### src/rtl/mem_port_arbiter.sv
// Arbiter that shares one fixed-latency single-ported memory between instruction fetch and data.
// Optional round-robin tie breaking via MEMARB_RR_EN; default build gives data fixed priority.
module mem_port_arbiter #(
  parameter int unsigned LATENCY = 2
) (
  input  logic        clock,
  input  logic        clear,
  input  logic        if_req,
  input  logic [31:0] if_addr,
  output logic [31:0] if_rdata,
  output logic        if_ready,
  output logic        if_stall,
  input  logic        d_req,
  input  logic        d_we,
  input  logic [31:0] d_addr,
  input  logic [31:0] d_wdata,
  output logic [31:0] d_rdata,
  output logic        d_ready,
  output logic        d_stall,
  output logic [31:0] mem_addr,
  output logic [31:0] mem_wdata,
  output logic        mem_we,
  output logic        mem_re,
  input  logic [31:0] mem_rdata,
  output logic        busy,
  output logic [1:0]  dbg_state
);

  // Handshake: a requester holds req (and its address/data) high until it sees
  // a one-cycle ready pulse; a req still high after the pulse is a new request.

  typedef enum logic [1:0] {IDLE = 2'd0, ACCESS = 2'd1, DONE = 2'd2} state_t;

  localparam logic [7:0] CNT_INIT = 8'(LATENCY - 1);

  state_t      state_q, state_d;
  logic        owner_q, owner_d;   // 1 = data port, 0 = fetch port
  logic [31:0] addr_q, addr_d;
  logic [31:0] wdata_q, wdata_d;
  logic        we_q, we_d;
  logic [7:0]  cnt_q, cnt_d;
  logic [31:0] if_rdata_q, if_rdata_d;
  logic [31:0] d_rdata_q, d_rdata_d;
  logic        grant_d;
  logic        prio_d;

`ifdef MEMARB_RR_EN
  logic        last_q, last_d;     // last owner: 1 = data, 0 = fetch
  assign prio_d = ~last_q;
`else
  assign prio_d = 1'b1;
`endif

  assign grant_d = d_req & (~if_req | prio_d);

  always_ff @(posedge clock) begin
    if (!clear) begin
      state_q    <= IDLE;
      owner_q    <= 1'b0;
      addr_q     <= '0;
      wdata_q    <= '0;
      we_q       <= 1'b0;
      cnt_q      <= '0;
      if_rdata_q <= '0;
      d_rdata_q  <= '0;
`ifdef MEMARB_RR_EN
      last_q     <= 1'b0;
`endif
    end else begin
      state_q    <= state_d;
      owner_q    <= owner_d;
      addr_q     <= addr_d;
      wdata_q    <= wdata_d;
      we_q       <= we_d;
      cnt_q      <= cnt_d;
      if_rdata_q <= if_rdata_d;
      d_rdata_q  <= d_rdata_d;
`ifdef MEMARB_RR_EN
      last_q     <= last_d;
`endif
    end
  end

  always_comb begin
    state_d    = state_q;
    owner_d    = owner_q;
    addr_d     = addr_q;
    wdata_d    = wdata_q;
    we_d       = we_q;
    cnt_d      = cnt_q;
    if_rdata_d = if_rdata_q;
    d_rdata_d  = d_rdata_q;
`ifdef MEMARB_RR_EN
    last_d     = last_q;
`endif
    case (state_q)
      IDLE: begin
        if (if_req || d_req) begin
          owner_d = grant_d;
          addr_d  = grant_d ? d_addr : if_addr;
          wdata_d = grant_d ? d_wdata : 32'h0;
          we_d    = grant_d & d_we;
          cnt_d   = CNT_INIT;
          state_d = ACCESS;
`ifdef MEMARB_RR_EN
          last_d  = grant_d;
`endif
        end
      end
      ACCESS: begin
        if (cnt_q == 8'd0) begin
          if (!we_q) begin
            if (owner_q) d_rdata_d  = mem_rdata;
            else         if_rdata_d = mem_rdata;
          end
          state_d = DONE;
        end else begin
          cnt_d = cnt_q - 8'd1;
        end
      end
      DONE:    state_d = IDLE;
      default: state_d = IDLE;
    endcase
  end

  always_comb begin
    mem_addr  = '0;
    mem_wdata = '0;
    mem_we    = 1'b0;
    mem_re    = 1'b0;
    if (state_q == ACCESS) begin
      mem_addr  = addr_q;
      mem_wdata = wdata_q;
      mem_we    = we_q;
      mem_re    = ~we_q;
    end
    if_ready  = (state_q == DONE) & ~owner_q;
    d_ready   = (state_q == DONE) & owner_q;
    busy      = (state_q != IDLE);
    if_stall  = if_req & ~if_ready;
    d_stall   = d_req & ~d_ready;
    if_rdata  = if_rdata_q;
    d_rdata   = d_rdata_q;
    dbg_state = state_q;
  end

endmodule

### config.mk
export PLATFORM = sky130hd
export DESIGN_NAME = mem_port_arbiter
export DESIGN_NICKNAME = d
export VERILOG_FILES = /design/src/rtl/mem_port_arbiter.sv
export SDC_FILE = /design/constraint.sdc
export NUM_CORES = 1
export LEC_CHECK = 0
export ABC_AREA = 0
export CAP_MARGIN = 20
export CORE_MARGIN = 4
export CORE_UTILIZATION = 46
export CTS_BUF_LIST = sky130_fd_sc_hd__clkbuf_2
export DETAILED_ROUTE_END_ITERATION = 8
export PLACE_DENSITY = 0.88
export REMOVE_ABC_BUFFERS = 1
export SYNTH_ARGS = -nofsm -noshare
export SYNTH_HDL_FRONTEND = slang
export SYNTH_SLANG_ARGS = --single-unit
### constraint.sdc
create_clock -name clock -period 4.8 [get_ports clock]
set_input_delay 0.96 -clock clock [delete_from_list [all_inputs] [get_ports clock]]
set_output_delay 0.96 -clock clock [all_outputs]
set_load 0.02 [all_outputs]
Word level (Yosys, flattened, before mapping)
Index checks and enable logic that the tools add are counted.
{"block": "word_totals", "regBits": 140, "inputBits": 133, "out_inout_bits": 137, "word_cells": 45}
{"block": "op_classes", "addsub": 1, "eq_ne": 5, "muxes": 12, "bitwise": 9, "n_reduce_logical": 10}
{"cell": "$mux W32", "n": 4}
{"cell": "$mux W8", "n": 2}
{"cell": "$pmux W8 S2", "n": 1}
{"cell": "$logic_not A8 Y1", "n": 1}
{"cell": "$reduce_and A4 Y1", "n": 2}
{"cell": "$sub A8 B1 Y8 const B", "n": 1}
{"cell": "$ne A2 B2 Y1 const B", "n": 3}
{"cell": "$and A1 B1 Y1", "n": 5}
{"cell": "$mux W2", "n": 2}
{"cell": "$not A1 Y1", "n": 4}
{"cell": "$pmux W2 S2", "n": 1}
{"cell": "$reduce_and A2 Y1", "n": 2}
{"cell": "$reduce_bool A2 Y1", "n": 2}
{"cell": "$reduce_and A3 Y1", "n": 1}
{"cell": "$eq A2 B1 Y1 const B", "n": 1}
{"cell": "$eq A2 B2 Y1 const B", "n": 1}
{"cell": "$logic_not A2 Y1", "n": 1}
{"cell": "$mux W1", "n": 2}
{"cell": "$logic_or A1 B1 Y1", "n": 1}

Depth between registers and ports, before layout
Gate-level depths: netlist (run 1).
{"block": "logic_depth", "ltp_word": 4, "depth_mapped": 7, "depth_no_buf": 5}

Least setup slack after synthesis (run 1)
Ideal clock, no wire load.
{"block": "synth_path", "kind": "in2out", "startpoint": "input port d_req", "endpoint": "output port d_stall", "arrival_ns": 1.760, "required_time_ns": 3.840, "path_slack_ns": 2.080, "path_stages": 3, "cell_sequence": "buf_2 > buf_2 > nor2b_1"}
{"block": "synth_between", "elab_chain_len": 1}
{"element": "start: declaration", "line": "13", "rtl": "input logic d_req,"}
{"element": "$and A1 B1 Y1", "line": "141", "rtl": "d_stall = d_req & ~d_ready;"}
{"element": "end: declaration", "line": "19", "rtl": "output logic d_stall,"}
No other way between the ends.

Final worst setup path (run 1)
{"block": "layout_path", "startpoint": "register state_q[0], in the netlist dbg_state[0]", "endpoint": "output port mem_we"}
{"block": "layout_between", "elab_chain_len": 2}
{"element": "start: declaration", "line": "36", "rtl": "state_t state_q, state_d;"}
{"element": "start signal: assignment", "line": "70", "rtl": "state_q <= state_d;"}
{"element": "$eq A2 B1 Y1", "line": "131", "rtl": "if (state_q == ACCESS) begin"}
{"element": "$mux W1", "line": "131"}
{"element": "end: declaration", "line": "22", "rtl": "output logic mem_we,"}
No other way between the ends.

==> summary.md, run 1 <==
| Metric | Value |
|---|---|
| Register bit total from synthesis | 140 |
| Tightest Pin Transition | 1.062 ns |
| Core area | 12670 µm² |
| Hpwl dp | 12900 µm |
| Register area share after synthesis | 46.99% |
| First-pass DRT Iterations | 5 |
| Number of CTS-inserted buffers | 17 |
| Largest stage delay on the critical path | 0.64 ns |
| RD Place Congestion | 0.8324 |
| Die H | 121.9 µm |
| Worst r2r path cells | 3 |
| Crit path cell chain | nor2b_4, buf_16, and2_1, clkdlybuf4s50_1 |
| Worst Hold Launch | if_rdata[15] |
| Slew headroom | 29.20% |
| DRC violations left | 0 |
| Std cell rows | 41 |
| Worst-Skew Late Latency | 0.69 ns |
| Post-CTS setup buffers | 0 |
| Clock Sinks | 140 |
| Crit path max-delay cell type | clkdlybuf4s50_1 |
| RSZ-0062 raised after global routing | false |
| Reg2Reg Setup Slack | 2.21 ns |
| FF-to-FF End | if_rdata[7] |
| Largest net degree at the start of global routing | 96 |
| CTS tree | done |
| GRT overflow | 0 |
| Hold WS | 0.4723 ns |
| Total GRT Usage | 22.77% |
| CTS clock-pin slew for the worst setup and hold paths | 0.20 ns |
| Crit path buf inv count | 2 |
| Vias/cell | 5.208 |
| Final TNS setup | 0 ns |
| Ratio of final minimum period to clock period | 79.90% |
| Number of enable flip-flop cells after synthesis | 0 |
| Multi-input logic area | 2879 µm² |
| Arrival @ worst endpoint | 2.87 ns |
| Register Area | 2803 µm² |
| Initial DRC Count | 364 |
| H-tree depth | 4 |
| Ports | 270 |
| Placed Area | 8640 µm² |
| Ys flop type | dfxtp_1 |
| Starting Density | 47.07% |
| Global-route wire length before repair | 26940 µm |
| Finished Cell Area | 8915 µm² |
| CP top delay family | buffers and inverters |
| Fin. max-slew vios | 0 |
| Initial antenna violation count | 1 |
| Die ar. | 14850 µm² |
| PD cells | 310.4 nW/µm² |
| Placed insts | 1005 |
| Gate Count Post-Synth | 610 |
| Fin nets | 989 |
| Clock tree buffer depth | 2 |
| P&R area growth vs syn | 49.47% |
| WS Path Type | reg -> out |
| CP Data Required Time | 3.84 ns |
| YS warnings | 0 |
| I/O Buffers | 269 |
| CTS resizes | 0 |
| FMAX | 260.8 MHz |
| Tmin final | 3.835 ns |
| Commonest cells after routing, fill and taps aside | 267 x clkdlybuf4s50_1, 140 x dfxtp_1, 98 x mux2i_1, 98 x nand2_1, 65 x and2_1 |
| Distinct cells, synth | 48 |
| Reg2reg start | dbg_state[0] |
| Vias in the first global route | 5544 |
| DR vias | 5422 |
| Mapped cell area | 5964 µm² |
| Worst min-delay path class | reg -> reg |
| Hold path cells | 2 |
| Synth async-reset ratio | 0% |
| Fin cells | 1041 |
| Fillers | 951 |
| Status | completed |
| Worst Path Max Fanout | 43 |
| Hold EP | if_rdata[15] |
| Leak | 3.607 nW |
| Mapped Avg Cell Area | 9.778 µm² |
| Peak VDD IR | 0.1598 mV |
| WL final | 17350 µm |
| Die extent in x | 121.9 µm |
| Wire length per cell | 16.67 µm |
| Endpoints failing hold | 0 |
| # setup viols final | 0 |
| Antenna Nets Post-Route | 0 |
| Most common cell after layout, fill and taps aside | clkdlybuf4s50_1 |
| Hold_buf cts | 0 |
| Worst setup EP type | primary output |
| Max-cap violation count | 0 |
| Root Buffer | clkbuf_2 |
| Critical path launch point type | flip-flop |
| Layout cells sized above 1 | 6.567% |
| Setup Skew | 0.02573 ns |
## cells by family after synthesis
group                    after synthesis  synth area share, %
AND/OR/NAND/NOR                      195                16.95
buffers and inverters                 56                4.971
AO/OA/AOI/OAI                        120                14.43
flip-flops                           140                46.99
multiplexers                          98                16.45
adder cells (fa/ha/maj)                1               0.2097
## worst min-delay path, delay by kind of cell (launching register included)
family / cells / cell delay [ns]
DFF: 1 / 0.35
and+or+nand+nor: 1 / 0.05
muxes: 1 / 0.05
## state kept, by name, summed over array words and instances (netlist names)
signal and cells:
addr_q 32, d_rdata 32, if_rdata 32, wdata_q 32
cnt_q 8, dbg_state 2, owner_q 1, we_q 1
## through the flow
step | total power [mW] | util [%] | setup WS, ns
global placement | 2.114 | 68.18 | 1.528
floorplan | 1.757 | - | 0.7891
detailed placement | 2.140 | 68.18 | 1.409
global route | 2.907 | 70.36 | 0.7213
finish | 2.767 | 70.36 | 0.9650
CTS | 2.770 | 69.88 | 0.5833
## cell type report
class / count / area share, %
clock buffers: 19 / 1.067
diodes: 1 / 0.02807
multi-input cells: 414 / 32.29
inverters: 4 / 0.1684
clock inverters: 13 / 1.347
well taps: 172 / 2.414
repair buffers: 278 / 31.24
flip-flops and latches: 140 / 31.44
## metal layers
metal  vias up  wire length (µm)  global-route usage [%]
li1       2637                 -                       -
met1      2550              6588                   24.28
met2       199              9139                   41.47
met3        36              1205                   7.660
met4         0               420                   8.613
met5         -                 0                       0
## synthesized netlist by cell type (2+ instances only)
library cell	number	share of area [%]
buf_8	3	0.76
nand2_1	98	6.2
and2_1	65	6.8
nand4_1	2	0.21
o21ai_0	3	0.25
a22o_1	33	4.8
a21oi_1	38	3.2
clkbuf_1	30	1.9
nor4_1	2	0.21
nand2b_1	2	0.21
mux2i_1	98	16
nor2b_1	4	0.42
nor2_1	6	0.38
dfxtp_1	140	47
a211oi_1	34	4.3
inv_1	4	0.25
a211o_1	2	0.29
buf_6	4	0.76
buf_4	2	0.25
buf_2	11	0.92
o211ai_1	2	0.25
## worst max path at each step
| stage | startpoint | endpoint | slack [ns] | cells after the start |
|---|---|---|---|---|
| 2_1_floorplan | dbg_state[0] | d_rdata[0] | 0.79 | 3 |
| 3_5_place_dp | dbg_state[0] | mem_we | 1.41 | 3 |
| 3_3_place_gp | dbg_state[0] | mem_we | 1.53 | 3 |
| 4_1_cts | dbg_state[0] | mem_we | 0.58 | 3 |
| 5_1_grt | dbg_state[0] | mem_we | 0.72 | 4 |
| 6_report | dbg_state[0] | mem_we | 0.97 | 4 |
## power breakdown
group          internal (mW)  switching, mW
sequential              1.27         0.0700
clock                  0.194          0.439
combinational          0.394          0.397
total                   1.86          0.906
No activity file was read; power rests on OpenSTA's default activity.
==> inputs of run 2 (changes only) <==
--- a/config.mk
+++ b/config.mk
@@ -8,10 +8,10 @@
 export ABC_AREA = 0
 export CAP_MARGIN = 20
 export CORE_MARGIN = 4
-export CORE_UTILIZATION = 46
+export CORE_UTILIZATION = 39
 export CTS_BUF_LIST = sky130_fd_sc_hd__clkbuf_2
 export DETAILED_ROUTE_END_ITERATION = 8
-export PLACE_DENSITY = 0.88
+export PLACE_DENSITY = 0.8
 export REMOVE_ABC_BUFFERS = 1
 export SYNTH_ARGS = -nofsm -noshare
 export SYNTH_HDL_FRONTEND = slang
==> constraint.sdc (replaced) <==
create_clock -name clock -period 3.4 [get_ports clock]
set_input_delay 0.68 -clock clock [delete_from_list [all_inputs] [get_ports clock]]
set_output_delay 0.68 -clock clock [all_outputs]
set_load 0.02 [all_outputs]
==> summary.md, run 2 (synthesis results as in run 1) <==
| Metric | Value |
|---|---|
| P&R area growth vs syn | 50.26% |
| GRT overflow | 0 |
| Vias in the first global route | 5152 |
| CTS resizes | 0 |
| Ratio of final minimum period to clock period | 91.55% |
| Leak | 3.625 nW |
| FMAX | 321.3 MHz |
| Largest net degree at the start of global routing | 76 |
| Fin nets | 993 |
| Arrival @ worst endpoint | 2.43 ns |
| Antenna Nets Post-Route | 0 |
| Crit path cell chain | nor2b_4, buf_12, and2_1, clkdlybuf4s50_1 |
| Power Internal | 2.743 mW |
| Vias/cell | 5.002 |
| Number of CTS-inserted buffers | 17 |
| Fillers | 1288 |
| Worst Path Max Fanout | 54 |
| Peak VDD IR | 0.1782 mV |
| DRC violations left | 0 |
| WL final | 16830 µm |
| Part of the power in registers | 47.1% |
| # setup viols final | 0 |
| CTS clock-pin slew for the worst setup and hold paths | 0.19 ns |
| Endpoints failing hold | 0 |
| Register Area | 2803 µm² |
| Tightest Pin Transition | 0.9517 ns |
| Worst setup EP type | primary output |
| Most common cell after layout, fill and taps aside | clkdlybuf4s50_1 |
| Post-Place Worst Slack | 0.6513 ns |
| Wire length per cell | 15.92 µm |
| Clock Sinks | 140 |
| CP Data Required Time | 2.72 ns |
| Final TNS setup | 0 ns |
| Die ar. | 17340 µm² |
| Tmin final | 3.113 ns |
| Reg2Reg Setup Slack | 1.20 ns |
| Total GRT Usage | 19.24% |
| Sw Ratio | 31.34% |
| PD cells | 445.8 nW/µm² |
| Status | completed |
| RSZ-0062 raised after global routing | false |
| Starting Density | 40.43% |
| Worst min-delay path class | reg -> reg |
| Worst-Skew Late Latency | 0.68 ns |
| Clk pwr share | 24.9% |
| Clock tree buffer depth | 2 |
| Crit path max-delay cell type | clkdlybuf4s50_1 |
| Std cell rows | 44 |
| Critical path launch point type | flip-flop |
| Slew headroom | 36.42% |
| Fin. max-slew vios | 0 |
| RD Place Congestion | 0.7691 |
| Root Buffer | clkbuf_2 |
| DR vias | 5287 |
| Core area | 14750 µm² |
| Layout cells sized above 1 | 6.537% |
| Final Power | 3.995 mW |
| Multi-input logic area | 2879 µm² |
| Psw | 1.252 mW |
| Commonest cells after routing, fill and taps aside | 267 x clkdlybuf4s50_1, 140 x dfxtp_1, 98 x mux2i_1, 98 x nand2_1, 65 x and2_1 |
| Die H | 131.7 µm |
| Max-cap violation count | 0 |
| Gate power share | 27.9% |
| WS Path Type | reg -> out |
| H-tree depth | 4 |
| Final WS setup | 0.2875 ns |
| Hpwl dp | 11940 µm |
| Ports | 270 |
| First-pass DRT Iterations | 4 |
| Global-route wire length before repair | 27080 µm |
| Initial DRC Count | 261 |
| Largest stage delay on the critical path | 0.63 ns |
| CTS tree | done |
| I/O Buffers | 269 |
| Die extent in x | 131.7 µm |
| Setup Skew | 0.01681 ns |
| Initial antenna violation count | 1 |
==> run 2: cell types whose count changed in the layout (fill, tap and decap cells not counted), sizes merged <==
cell,delta
buf,+4
bufinv,+2
clkbuf,-2
inv,-2
clkinv,+1
clkinvlp,+1
==> run 2: worst paths after layout <==
| kind | endpoint | start | cells after the start |
|---|---|---|---|
| worst min register to register | if_rdata[5] | if_rdata[5] | 2 |
| worst max-delay path | mem_addr[30] | dbg_state[0] | 4 |
| worst max register to register | if_rdata[17] | cnt_q[0] | 6 |
| worst min-delay path | if_rdata[5] | if_rdata[5] | 2 |
==> run 2: power by group through the flow <==
stage	Clock (mW)	Combinational [mW]	Sequential, mW
final	0.996	1.12	1.88
after CTS	1.04	1.13	1.88
after detailed placement	0	1.12	1.92
after global routing	1.12	1.21	1.91
after floorplan	0	0.518	1.96
after global placement	0	1.11	1.91
==> run 2: cell type report <==
class,count,area share (%)
clock buffers,17,0.9493
well taps,184,2.569
inverters,4,0.1675
diodes,1,0.02792
clock inverters,15,1.731
repair buffers,282,31.16
flip-flops and latches,140,31.27
multi-input cells,414,32.12
==> run 2: worst max-delay path: cells and delay by family, from the launching register on <==
kind                   cells  cell delay (ns)
and+or+nand+nor            2             0.39
buffers and inverters      2             0.85
DFF                        1             0.50
==> run 2: timing repair <==
item / CTS / global route
setup endpoints to repair: 54 / 0
hold buffers: 0 / 0
buffers inserted: 2 / 0
hold endpoints to repair: 0 / 0
==> run 2: metrics by stage <==
step	std cells	util (%)	area, µm²	hold WS [ns]
2_1_floorplan	558	-	5683	0.4406
3_3_place_gp	1022	59.00	8705	0.4421
3_5_place_dp	1022	59.00	8705	0.4473
4_1_cts	1056	60.73	8960	0.4305
5_1_grt	1057	60.74	8962	0.4247
6_report	1057	60.74	8962	0.4671
==> run 2: per-layer routing <==
metal | GRT usage (%) | share of wire (%)
met1 | 22.63 | 41
met5 | 0 | 0
met3 | 6.346 | 6.5
met2 | 33.32 | 51
met4 | 5.951 | 1.5
